--- src/rtl/tx_buffer_pkg.sv ---
// Shared widths, state encoding and helpers for the AES-to-UART return path.
// The CSUM state only exists when TX_CHECKSUM_EN is defined.
package tx_buffer_pkg;

    localparam int unsigned BLOCK_W         = 128;
    localparam int unsigned BYTE_W          = 8;
    localparam int unsigned BYTES_PER_BLOCK = 16;
    localparam int unsigned BYTE_CNT_W      = $clog2(BYTES_PER_BLOCK);
    localparam int unsigned STATE_W         = 3;

    typedef logic [BLOCK_W-1:0] block_t;
    typedef logic [BYTE_W-1:0]  byte_t;

    typedef enum logic [STATE_W-1:0] {
        IDLE  = 3'd0,
        LOAD  = 3'd1,
        START = 3'd2,
        WAIT  = 3'd3
`ifdef TX_CHECKSUM_EN
        ,
        CSUM  = 3'd4
`endif
    } tx_state_e;

    // Most-significant byte of a block; that byte goes out on the wire first.
    function automatic byte_t top_byte(input block_t blk);
        return blk[BLOCK_W-1 -: BYTE_W];
    endfunction

endpackage

--- src/rtl/block_fifo.sv ---
// Block FIFO holding DEPTH result blocks between the AES core and the serializer.
// Pushes into a full FIFO are dropped and latch a sticky overflow flag.
module block_fifo
    import tx_buffer_pkg::*;
#(
    parameter int unsigned DEPTH  = 4,
    parameter int unsigned ADDR_W = 2
) (
    input  logic   clk,
    input  logic   reset,
    input  block_t wr_data,
    input  logic   push,
    input  logic   pop,
    output block_t head_c,
    output logic   full,
    output logic   empty,
    output logic   overflow
);

    localparam int unsigned CNT_W = ADDR_W + 1;

    block_t            mem [DEPTH];
    logic [ADDR_W-1:0] wr_ptr;
    logic [ADDR_W-1:0] rd_ptr;
    logic [CNT_W-1:0]  count;
    logic [CNT_W-1:0]  count_next;
    logic              do_push;
    logic              do_pop;

    assign do_push = push && !full;
    assign do_pop  = pop && !empty;
    assign head_c  = mem[rd_ptr];

    // Occupancy update; a simultaneous push and pop leaves the count unchanged.
    always_comb begin
        count_next = count;
        unique case ({do_push, do_pop})
            2'b10:   count_next = count + CNT_W'(1);
            2'b01:   count_next = count - CNT_W'(1);
            default: ;
        endcase
    end

    // Pointers, count and registered status flags.
    always_ff @(posedge clk or negedge reset) begin
        if (!reset) begin
            wr_ptr   <= '0;
            rd_ptr   <= '0;
            count    <= '0;
            full     <= 1'b0;
            empty    <= 1'b1;
            overflow <= 1'b0;
        end else begin
            if (do_push) begin
                wr_ptr <= wr_ptr + ADDR_W'(1);
            end
            if (do_pop) begin
                rd_ptr <= rd_ptr + ADDR_W'(1);
            end
            count <= count_next;
            full  <= (count_next == CNT_W'(DEPTH));
            empty <= (count_next == '0);
            if (push && full) begin
                overflow <= 1'b1;
            end
        end
    end

    // Block storage; contents are don't-care until written.
    always_ff @(posedge clk) begin
        if (do_push) begin
            mem[wr_ptr] <= wr_data;
        end
    end

endmodule

--- src/rtl/tx_shift.sv ---
// Serializer: pops a block, shifts it out MSB byte first with a tx_start/tx_done
// handshake per byte. With TX_CHECKSUM_EN defined, a 17th byte carrying the XOR
// of the 16 data bytes follows each block.
module tx_shift
    import tx_buffer_pkg::*;
(
    input  logic   clk,
    input  logic   reset,
    input  block_t head_c,
    input  logic   empty,
    input  logic   tx_done,
    output logic   pop_c,
    output byte_t  tx_byte,
    output logic   tx_start,
    output logic   busy
);

    localparam logic [BYTE_CNT_W-1:0] LAST_BYTE = BYTE_CNT_W'(BYTES_PER_BLOCK - 1);

    tx_state_e               state;
    tx_state_e               state_next;
    block_t                  shreg;
    block_t                  shreg_next;
    logic [BYTE_CNT_W-1:0]   byte_cnt;
    logic [BYTE_CNT_W-1:0]   byte_cnt_next;
    byte_t                   tx_byte_next;
    logic                    tx_start_next;
    logic                    busy_next;
`ifdef TX_CHECKSUM_EN
    byte_t                   csum;
    byte_t                   csum_next;
`endif

    // State register.
    always_ff @(posedge clk or negedge reset) begin
        if (!reset) begin
            state <= IDLE;
        end else begin
            state <= state_next;
        end
    end

    // Next-state logic; tx_done only matters while a byte is in flight.
    always_comb begin
        state_next = state;
        unique case (state)
            IDLE: begin
                if (!empty) begin
                    state_next = LOAD;
                end
            end
            LOAD:  state_next = START;
            START: state_next = WAIT;
            WAIT: begin
                if (tx_done) begin
                    if (byte_cnt == LAST_BYTE) begin
`ifdef TX_CHECKSUM_EN
                        state_next = CSUM;
`else
                        state_next = IDLE;
`endif
                    end else begin
                        state_next = START;
                    end
                end
            end
`ifdef TX_CHECKSUM_EN
            // The entry cycle carries the tx_start pulse, so a done can only follow it.
            CSUM: begin
                if (tx_done && !tx_start) begin
                    state_next = IDLE;
                end
            end
`endif
            default: state_next = IDLE;
        endcase
    end

    // Datapath and output next values; the byte register loads on entry to START.
    always_comb begin
        pop_c         = 1'b0;
        shreg_next    = shreg;
        byte_cnt_next = byte_cnt;
        tx_byte_next  = tx_byte;
        tx_start_next = 1'b0;
        busy_next     = (state_next != IDLE);
`ifdef TX_CHECKSUM_EN
        csum_next     = csum;
`endif
        unique case (state)
            LOAD: begin
                pop_c         = 1'b1;
                shreg_next    = head_c;
                byte_cnt_next = '0;
            end
            WAIT: begin
                if (tx_done && (byte_cnt != LAST_BYTE)) begin
                    shreg_next    = shreg << BYTE_W;
                    byte_cnt_next = byte_cnt + BYTE_CNT_W'(1);
                end
            end
            default: ;
        endcase

        if (state_next == START) begin
            tx_byte_next  = top_byte(shreg_next);
            tx_start_next = 1'b1;
`ifdef TX_CHECKSUM_EN
            csum_next     = ((state == LOAD) ? byte_t'(0) : csum) ^ top_byte(shreg_next);
`endif
        end

`ifdef TX_CHECKSUM_EN
        if ((state_next == CSUM) && (state != CSUM)) begin
            tx_byte_next  = csum;
            tx_start_next = 1'b1;
        end
`endif
    end

    // Datapath and output registers.
    always_ff @(posedge clk or negedge reset) begin
        if (!reset) begin
            shreg    <= '0;
            byte_cnt <= '0;
            tx_byte  <= '0;
            tx_start <= 1'b0;
            busy     <= 1'b0;
`ifdef TX_CHECKSUM_EN
            csum     <= '0;
`endif
        end else begin
            shreg    <= shreg_next;
            byte_cnt <= byte_cnt_next;
            tx_byte  <= tx_byte_next;
            tx_start <= tx_start_next;
            busy     <= busy_next;
`ifdef TX_CHECKSUM_EN
            csum     <= csum_next;
`endif
        end
    end

endmodule

--- src/rtl/transmitter_buffer.sv ---
// Return path from the AES core to the UART transmitter: block FIFO feeding a
// byte serializer. Optional per-block XOR checksum byte under TX_CHECKSUM_EN.
module transmitter_buffer
    import tx_buffer_pkg::*;
#(
    parameter int unsigned DEPTH  = 4,
    parameter int unsigned ADDR_W = 2
) (
    input  logic               clk,
    input  logic               reset,
    input  logic [BLOCK_W-1:0] block_aes_to_buffer,
    input  logic               write_en,
    input  logic               tx_done,
    output logic [BYTE_W-1:0]  byte_shiftReg_to_UART_tx,
    output logic               tx_start,
    output logic               full,
    output logic               empty,
    output logic               overflow,
    output logic               busy
);

    block_t head_c;
    logic   pop_c;

    block_fifo #(
        .DEPTH  (DEPTH),
        .ADDR_W (ADDR_W)
    ) u_fifo (
        .clk      (clk),
        .reset    (reset),
        .wr_data  (block_aes_to_buffer),
        .push     (write_en),
        .pop      (pop_c),
        .head_c   (head_c),
        .full     (full),
        .empty    (empty),
        .overflow (overflow)
    );

    tx_shift u_shift (
        .clk      (clk),
        .reset    (reset),
        .head_c   (head_c),
        .empty    (empty),
        .tx_done  (tx_done),
        .pop_c    (pop_c),
        .tx_byte  (byte_shiftReg_to_UART_tx),
        .tx_start (tx_start),
        .busy     (busy)
    );

endmodule
--- config.mk ---
export PLATFORM = sky130hd
export DESIGN_NAME = transmitter_buffer
export DESIGN_NICKNAME = d
export VERILOG_FILES = /design/src/rtl/tx_buffer_pkg.sv /design/src/rtl/block_fifo.sv /design/src/rtl/tx_shift.sv /design/src/rtl/transmitter_buffer.sv
export SDC_FILE = /design/constraint.sdc
export NUM_CORES = 1
export LEC_CHECK = 0
export BUFFER_PORTS_ARGS = -buffer_cell sky130_fd_sc_hd__buf_2
export CAP_MARGIN = 20
export CORE_UTILIZATION = 45
export CTS_BUF_LIST = sky130_fd_sc_hd__clkbuf_4 sky130_fd_sc_hd__clkbuf_8
export DETAILED_ROUTE_END_ITERATION = 10
export GPL_TIMING_DRIVEN = 1
export PLACE_DENSITY = 0.67
export SETUP_SLACK_MARGIN = 0.3
export SYNTH_ARGS = -nofsm -noshare
export SYNTH_HDL_FRONTEND = slang
export SYNTH_HIERARCHICAL = 1
export SYNTH_SLANG_ARGS = --single-unit
export TNS_END_PERCENT = 30
--- constraint.sdc ---
create_clock -name clk -period 4.95 [get_ports clk]
set_input_delay 0.2475 -clock clk [delete_from_list [all_inputs] [get_ports clk]]
set_output_delay 0.2475 -clock clk [all_outputs]
set_load 0.005 [all_outputs]
# Yosys cells after proc, flatten, opt, wreduce, memory -nomap -nowiden
# Memory sizes are Yosys's and may differ from the RTL's.
# Cells that the tools add are included.
[classes]
addsub = 5
n_eq_ne = 10
mux = 13
reduce_logical = 11
[ops]
columns = ["operator", "n"]
rows = [
  ["$pmux W128 S2", 1],
  ["$mux W128", 1],
  ["$pmux W3 S4", 1],
  ["$eq A3 B2 Y1 const B", 3],
  ["$pmux W4 S2", 1],
  ["$logic_not A3 Y1", 2],
  ["$mux W3", 2],
  ["$pmux W3 S2", 1],
  ["$add A2 B1 Y2 const B", 2],
  ["$add A4 B1 Y4 const B", 1],
  ["$eq A4 B4 Y1 const B", 1],
  ["$logic_and A1 B1 Y1", 4],
  ["$mux W1", 4],
  ["$mux W4", 1],
  ["$ne A4 B4 Y1 const B", 1],
  ["$add A3 B1 Y3 const B", 1],
  ["$eq A3 B1 Y1 const B", 1],
  ["$eq A3 B3 Y1 const B", 1],
  ["$reduce_bool A3 Y1", 1],
  ["$sub A3 B1 Y3 const B", 1],
  ["$eq A2 B1 Y1 const B", 1],
  ["$eq A2 B2 Y1 const B", 1],
  ["$logic_not A1 Y1", 2],
  ["$mux W2", 1],
  ["other kinds (3)", 3],
]
[totals]
reg_bits = 155
ramBits = 512
in_bits = 132
out_inout_bits = 13
wordCells = 53
n_memories = 1
[mem_list]
columns = ["memory", "words", "word_bits", "rd", "rd_ports_with_merged_regs", "wr", "line", "rtl"]
rows = [
  ["u_fifo.mem", 4, 128, 1, 0, 1, "block_fifo.sv:22", "block_t mem [DEPTH];"],
]

# Logic depth before layout (Yosys ltp)
# Gate-level depths: netlist of the first run.
[depth]
word_depth = 6
ltp_mapped = 11
mapped_depth_nobuf = 8

# By module
# Netlist of the first run, hierarchy kept.
[modules_own_cells]
columns = ["mod", "n_inst", "cells_per_inst", "area_per_inst_um2", "seq_area_each_um2"]
rows = [
  ["block_fifo", 1, 718, 19002.0, 15626.2],
  ["tx_shift", 1, 473, 5959.5, 3428.3],
]

# Worst setup path before layout of the first run
# No wires, ideal clock.
[synth_path]
path_type = "reg-to-reg"
start = "register u_fifo.full"
end = "memory u_fifo/mem[0][0] (netlist bit), enable pin"
setup_time_ps = 502
arrival_ps = 3697
required_time_ps = 4448
setup_slack_ps = 751
stages_incl_launch_ff = 4
path_buffers = 1
synth_period_minus_slack_ps = 4199
path_cell_list = "dfrtp_1 -> nor2b_1 -> clkbuf_1 -> and2_1"
[synth_via]
elab_chain_len = 4
[synth_lines]
columns = ["item", "line", "rtl"]
rows = [
  ["start, declared", "block_fifo.sv:15", "output logic full,"],
  ["start signal, assigned", "block_fifo.sv:61", "full <= (count_next == CNT_W'(DEPTH));"],
  ["$logic_not A1 Y1", "block_fifo.sv:30", "assign do_push = push && !full;"],
  ["$logic_and A1 B1 Y1", "block_fifo.sv:30", ""],
  ["$mux W1", "block_fifo.sv:71", "if (do_push) begin"],
  ["$mux W1 (implied by the code)", "block_fifo.sv:72", "mem[wr_ptr] <= wr_data;"],
  ["end, declared", "block_fifo.sv:22", ""],
]
# No other way between the ends.

# Worst setup path after layout of the first run
[layout_path]
start = "register u_fifo.full"
end = "memory u_fifo/mem[2][16] (netlist bit), enable pin"
# Same word-level chain as after synthesis.

==> results_dict.tcl, run 1 <==
set metrics [dict create \
    fin_worst_skew_ps 24.95 \
    critPathKind "reg -> reg" \
    dp_hpwl_um 28570 \
    peakVddDrop_mv 0.3493 \
    nets 1639 \
    hold_viol 0 \
    r2r_cells 3 \
    busiest_layer "met2" \
    worstPathArrival_ps 2920 \
    fin_tns_setup_ps 0 \
    syn_nets 1330 \
    swShare_pct 27.02 \
    synth-main-ff-cell "edfxtp_1" \
    start_util_pct 45.93 \
    max_stage_delay_ps 890 \
    use_met3_pct 4.506 \
    rsz0062_at_grt "false" \
    syn_area_um2 24960 \
    max_freq_mhz 385.2 \
    grt_use_met1_pct 26.13 \
    core-area_um2 54350 \
    required_ps 5280 \
    grtUsageMet2_pct 31.97 \
    ys_seq_area_share_pct 76.34 \
    leakage_nw 11.09 \
    gp_congestion 0.7492 \
    comb_power_share_pct 22.0 \
    place_ws_ps 2293 \
    cts.htree.levels 3 \
    layoutNonFillerInstCount 2332 \
    crit_slowest_cell "and2_4" \
    crit_path_end_kind "flip-flop" \
    status "finished, final reports clean" \
    crit_fanout 70 \
    start_kind "flip-flop" \
    syn_area_per_cell_um2 20.96 \
    synth_cell_types 40 \
    cts_resized 0 \
    clockBufferDepth 3 \
    rrSetupSlack_ps 2350 \
    whs_ps 196.4 \
    synthArstFlopShare_pct 22.31 \
    crit_family "simple AND/OR/NAND/NOR gates" \
    cts_tree "done" \
    drv_cap 0 \
    finalSetupViolCount 0 \
    synth_edf_count 512 \
    layout-drive-gt1-share_pct 30.54 \
    grt_first_pass_wirelength_um 82950 \
    grt_pass1_vias 13963 \
    wirelength_um 53080 \
    fillers 4181 \
    vias 12951 \
    cts_buffers 101 \
    grt_max_degree 129 \
    clk_pin_slew_ps 60 \
    first_pass_iters 4 \
    cellPowerDensity_nw_per_um2 542.4 \
    tightest_slew_ps 1121 \
    fin_crit_ps 2596 \
    numPortBuffers 144 \
    num_rows 85 \
    ant_nets 0 \
    synth_cells 1191 \
    drt-initial-drc-count 951 \
    yosysWarnings 6 \
    cp.buffers_inverters 1 \
    p_int_w 0.01179 \
    crit_chain "nor2b_1 -> and2_4 -> buf_12" \
    seqPwrFrac_pct 49.8 \
    root_buffer "clkbuf_8" \
    r2r-start "u_fifo/full" \
    die_w_um 237.5 \
    area_delta_synth_final_pct 19.35 \
    critPathLaunch "u_fifo/full" \
    hp-class "in -> async" \
    dieArea_um2 56420 \
    grtUsageTotal_pct 19.41 \
    worstReg2RegEnd "u_fifo/mem[2][16]" \
    wl_per_cell_um 22.76 \
    p_clk_share_pct 28.3 \
    fp.dieH_um 237.5 \
    drc 0 \
    place_inst 2005 \
    worst_slack_ps 2354 \
    drt-vias-per-instance 5.554 \
    overflow 0 \
    ys_ff_latch 659 \
    cts.sinks 659 \
    slew_violations 0 \
    p_sw_w 0.004366 \
    ios 145 \
    min_period_over_period_pct 52.44 \
    antenna_found_initial 11 \
    slew_headroom_pct 25.28 \
    clock_latency_ps 700 \
]
worst max path at each step:
| stage | slack, ps | end | cells after the start |
|---|---|---|---|
| after global placement | 2320 | u_fifo/mem[2][22] | 3 |
| after global routing | 2190 | u_fifo/mem[2][33] | 3 |
| after CTS | 2280 | u_fifo/mem[2][12] | 3 |
| after detailed placement | 2290 | u_fifo/mem[2][22] | 3 |
| after floorplan | 750 | u_fifo/mem[0][0] | 3 |
| final | 2350 | u_fifo/mem[2][16] | 3 |
metrics by stage:
stage	total power (W)	area (um^2)	utilization, %
2_1_floorplan	0.01069	24960	-
3_3_place_gp	0.01157	26350	48.49
3_5_place_dp	0.01168	26350	48.49
4_1_cts	0.01638	29780	54.80
5_1_grt	0.01694	29790	54.81
6_report	0.01616	29790	54.82
cell type report:
class,count,area (um^2),area share [%]
antenna,5,12.51,0.04200
clock buffer,168,1987,6.669
clock inverter,23,128.9,0.4326
inverter,9,33.78,0.1134
multi-input combinational,437,5390,18.09
sequential,659,19060,63.98
tap,739,924.6,3.104
timing repair buffer,292,2253,7.564
flip-flops by register name, indices dropped and copies added, names as in the netlist:
| name | cells |
|---|---|
| u_fifo/rd_ptr | 2 |
| u_fifo/full | 1 |
| u_fifo/mem | 512 |
| u_shift/state | 3 |
| u_fifo/empty | 1 |
| u_shift/tx_start | 1 |
| u_shift/tx_byte | 8 |
| u_fifo/wr_ptr | 2 |
| u_fifo/overflow | 1 |
| u_shift/byte_cnt | 4 |
| u_shift/busy | 1 |
| u_shift/shreg | 120 |
| u_fifo/count | 3 |
power groups by stage:
stage	logic, W	clock network, W	registers (W)
4_1_cts	0.00364	0.00469	0.00804
5_1_grt	0.00386	0.00491	0.00817
3_5_place_dp	0.00355	0	0.00814
6_report	0.00355	0.00457	0.00805
2_1_floorplan	0.00277	0	0.00791
3_3_place_gp	0.00348	0	0.00809
cells in the mapped netlist (all sizes together) (3+ instances only):
cell	n	area share, %
and3	114	2.9
mux4	128	12
nor2b	4	0.10
o21ai	3	0.060
a221o	120	4.8
inv	9	0.14
clkbuf	40	0.60
a22o	10	0.35
dfrtp	146	15
and2	12	0.30
nand2	6	0.090
edfxtp	512	62
ha	6	0.30
buf	46	1.5
xnor2	4	0.14
nor2	5	0.075
timing repair:
action,in CTS,in global routing
buffers inserted,0,0
endpoints found under the hold margin,599,0
hold buffers,131,0
kinds of logic after synthesis:
| family | after synthesis | share of synthesized area (%) |
|---|---|---|
| buffers and inverters | 95 | 2.215 |
| multiplexers | 130 | 11.64 |
| AO/OA/AOI/OAI | 141 | 5.469 |
| other | 1 | 0.01502 |
| XOR/XNOR | 6 | 0.2105 |
| adder cells (fa/ha/maj) | 7 | 0.3809 |
| AND/OR/NAND/NOR | 152 | 3.734 |
| flip-flops | 659 | 76.34 |
routing by layer:
layer  vias up  part of all wire, %
met2       393                   50
met1      6804                   42
met5         -                 0.17
met3        90                  5.9
met4        14                  1.7
li1       5650                    -
layout by cell type (no fill, tap or decap), types with 52 or more instances in the layout:
cell type      netlist  layout
and3_1             114     114
edfxtp_1           512     512
dfrtp_1            146     144
buf_2               19     143
clkbuf_8             0     116
dlygate4sd3_1        0     131
a221o_1            120     120
clkbuf_4             0      52
mux4_2             128     128
worst reg2reg max path: stages (launching register included):
cell	delay [ps]
dfrtp_1	380
nor2b_1	430
and2_4	890
buf_12	480
Note: power is estimated with default switching activity, not from simulation.
==> run 2: changes to the inputs <==
--- a/config.mk
+++ b/config.mk
@@ -5,6 +5,7 @@
 export SDC_FILE = /design/constraint.sdc
 export NUM_CORES = 1
 export LEC_CHECK = 0
+export ABC_AREA = 1
 export BUFFER_PORTS_ARGS = -buffer_cell sky130_fd_sc_hd__buf_2
 export CAP_MARGIN = 20
 export CORE_UTILIZATION = 45
==> constraint.sdc (replaced) <==
create_clock -name clk -period 2.48 [get_ports clk]
set_input_delay 0.124 -clock clk [delete_from_list [all_inputs] [get_ports clk]]
set_output_delay 0.124 -clock clk [all_outputs]
set_load 0.005 [all_outputs]
==> run 2 against run 1 <==
Compared with the run above:
- first-iteration DRC count is 26% higher
- synthesized cell count rose by 71%
- critical path type unchanged
- fmax up 24%
- register-to-register slack got worse by 2000 ps
- highest routed layer is now met4
- clock-buffer cell count is the same
- non-clock buffer count increased by 23
- die area is 2.8% higher
- final cell count grew 36%
- clock skew rose by 9.3 ps
- routed wire length is 13% higher
==> results_dict.tcl, run 2 <==
set metrics [dict create \
    num_rows 87 \
    post-synth-top-area-cell "edfxtp_1" \
    slew_headroom_pct 49.40 \
    fin_crit_ps 2091 \
    register_area_um2 19060 \
    critPathKind "reg -> reg" \
    cts.htree.levels 3 \
    syn_area_um2 25660 \
    synth_cells 2036 \
    peakVddDrop_mv 0.9153 \
    synthArstFlopShare_pct 22.31 \
    dp_hpwl_um 33130 \
    crit_path_end_kind "flip-flop" \
    drt-vias-per-instance 5.389 \
    final_common_cell "edfxtp_1" \
    ys_seq_area_share_pct 74.27 \
    cp.buffers_inverters 3 \
    fin_worst_skew_ps 34.25 \
    synth-main-ff-cell "edfxtp_1" \
    worstPathArrival_ps 2710 \
    gp_congestion 0.8051 \
    dieArea_um2 57980 \
    nets 2459 \
    stdcell_area_um2 30800 \
    vias 17055 \
    crit_chain "inv_2 -> nand2_2 -> nor2_4 -> inv_1 -> nor2_2 -> ha_2 -> inv_2 -> fa_2 -> nand2_1 -> o21ai_2 -> nand3_2 -> a21oi_2" \
    crit_slowest_cell "fa_2" \
    syn_area_per_cell_um2 12.60 \
    synth_cell_types 29 \
    ios 145 \
    finalSetupViolCount 0 \
    area_delta_synth_final_pct 20.05 \
    required_ps 3100 \
    grt_first_pass_wirelength_um 93900 \
    mostFrequentLayoutCells "edfxtp_1, nand2_1, nor2_1" \
    cellPowerDensity_nw_per_um2 1149 \
    clk_pin_slew_ps 60 \
    multi_input_area_um2 5704 \
    grt_max_degree 133 \
    ant_nets 0 \
    place_ws_ps 318.5 \
    yosysWarnings 6 \
    slew_violations 0 \
    cp_common_cell "inv_2" \
    rsz0062_at_grt "false" \
    leakage_nw 11.43 \
    wl_per_cell_um 18.91 \
    tightest_slew_ps 759.0 \
    worst_slack_ps 389.2 \
    clock_latency_ps 690 \
    core-area_um2 56390 \
    numPortBuffers 144 \
    antenna_found_initial 1 \
    hold_viol 0 \
    top_register "u_fifo/mem" \
    max_freq_mhz 478.3 \
    start_util_pct 45.50 \
    grt_pass1_vias 17164 \
    synth_commonest_cells "edfxtp_1, nand2_1, nor2_1" \
    overflow 0 \
    grtUsageTotal_pct 21.00 \
    cts_buffers 106 \
    hp-class "in -> reg" \
    syn_nets 2175 \
    cts_tree "done" \
    synth_edf_count 512 \
    largest_reg_flops 512 \
    start_kind "flip-flop" \
    drt-initial-drc-count 1196 \
    synth.top_cell.area_share_pct 59.92 \
    status "finished, final reports clean" \
    synth_area_leaders "edfxtp_1, dfrtp_1, nand3_1, nand2_1, nor2_1" \
    yosys.cell_count.top_type "edfxtp_1" \
    drc 0 \
    root_buffer "clkbuf_8" \
    crit_family "adder cells" \
    clockBufferDepth 3 \
    die_w_um 240.8 \
    wirelength_um 59850 \
    placed_area_um2 27110 \
    finalCoreUtilization_pct 54.63 \
    fin_tns_setup_ps 0 \
    max_stage_delay_ps 530 \
    crit_fanout 2 \
    ys_ff_latch 659 \
    largestRegisters "u_fifo/mem (512), u_shift/shreg (120), u_shift/tx_byte (8)" \
    fillers 4768 \
    first_pass_iters 5 \
    min_period_over_period_pct 84.31 \
    layout-drive-gt1-share_pct 16.54 \
    cts.sinks 659 \
    fp.dieH_um 240.8 \
    drv_cap 0 \
]
-- run 2: changes by cell type after synthesis, moves of 19 or more --
cell / delta
o22ai_1: +128
a221o_1: -120
and3_1: -114
buf_4: +25
nand3_1: +246
o21ai_1: +120
nand2_1: +265
inv_1: +19
mux4_2: -128
buf_2: +21
nor2_1: +262
o21ai_0: +143
-- run 2: through the flow --
step,total power (W),hold slack (ps),cells
2_1_floorplan,0.02251,-171.6,2036
3_5_place_dp,0.02564,99.94,2832
5_1_grt,0.03738,150.2,3164
6_report,0.03539,184.3,3165
4_1_cts,0.03562,111.0,3160
3_3_place_gp,0.02525,93.20,2832
-- run 2: routing by layer --
metal	track usage, %	routed length [um]	vias to the layer above
met5	0	0	-
met4	7.000	1013	0
met3	3.534	3366	73
met2	34.48	29350	527
met1	28.51	26130	8526
li1	-	-	7929
-- run 2: path summary, 6_finish.rpt --
check	cells after the start	startpoint	endpoint	slack, ps
setup / recovery	12	u_shift/state[2]	u_fifo/full	390
hold / removal	2	block_aes_to_buffer[27]	u_fifo/mem[2][27]	180
setup reg to reg	12	u_shift/state[2]	u_fifo/full	390
hold reg to reg	1	u_fifo/overflow	u_fifo/overflow	450
max in group asynchronous	4	reset	u_shift/shreg[69]	1520
min in group asynchronous	3	reset	u_fifo/empty	570
-- run 2: cells by family (layout without fill, tap and decap cells) --
logic type,count (synthesis),count (layout),share of synthesized area [%]
and+or+nand+nor,796,796,13.01
adders and majority gates,7,7,0.3706
other,1,3,0.01462
DFF,659,659,74.27
AOI/OAI and AO/OA,398,398,8.407
buffers and inverters,171,542,3.794
xor gates and xnor gates,4,4,0.1366
-- run 2: area by class of cell --
| type | instances | share of cell area (%) |
|---|---|---|
| Inverter | 32 | 0.4306 |
| Multi-Input combinational cell | 1206 | 18.52 |
| Clock inverter | 27 | 0.7434 |
| Clock buffer | 168 | 6.694 |
| Tap cell | 756 | 3.071 |
| Timing Repair Buffer | 315 | 8.640 |
| Sequential cell | 659 | 61.89 |
| Antenna cell | 2 | 0.01625 |
-- run 2: repair_timing --
action                     in CTS  in global routing
pin swaps                       0                  4
setup endpoints to repair       1                  2
buffers inserted                0                  3
gates resized for setup         1                  7
hold buffers                  133                  0
hold endpoints to repair      671                  0
-- run 2: worst reg2reg max path: stages (launching register included) --
cell and delay [ps]:
dfrtp_1 390, inv_2 70, nand2_2 60, nor2_4 130
inv_1 60, nor2_2 140, ha_2 210, inv_2 50
fa_2 530, nand2_1 60, o21ai_2 90, nand3_2 110
a21oi_2 110
-- run 2: where the power goes --
group	total, W	leakage [nW]	switching [W]	internal (W)
registers	0.0158	6.56	0.000985	0.0148
clock network	0.00977	1.22	0.00411	0.00567
logic	0.00981	3.65	0.00662	0.00319
total	0.0354	11.4	0.0117	0.0237
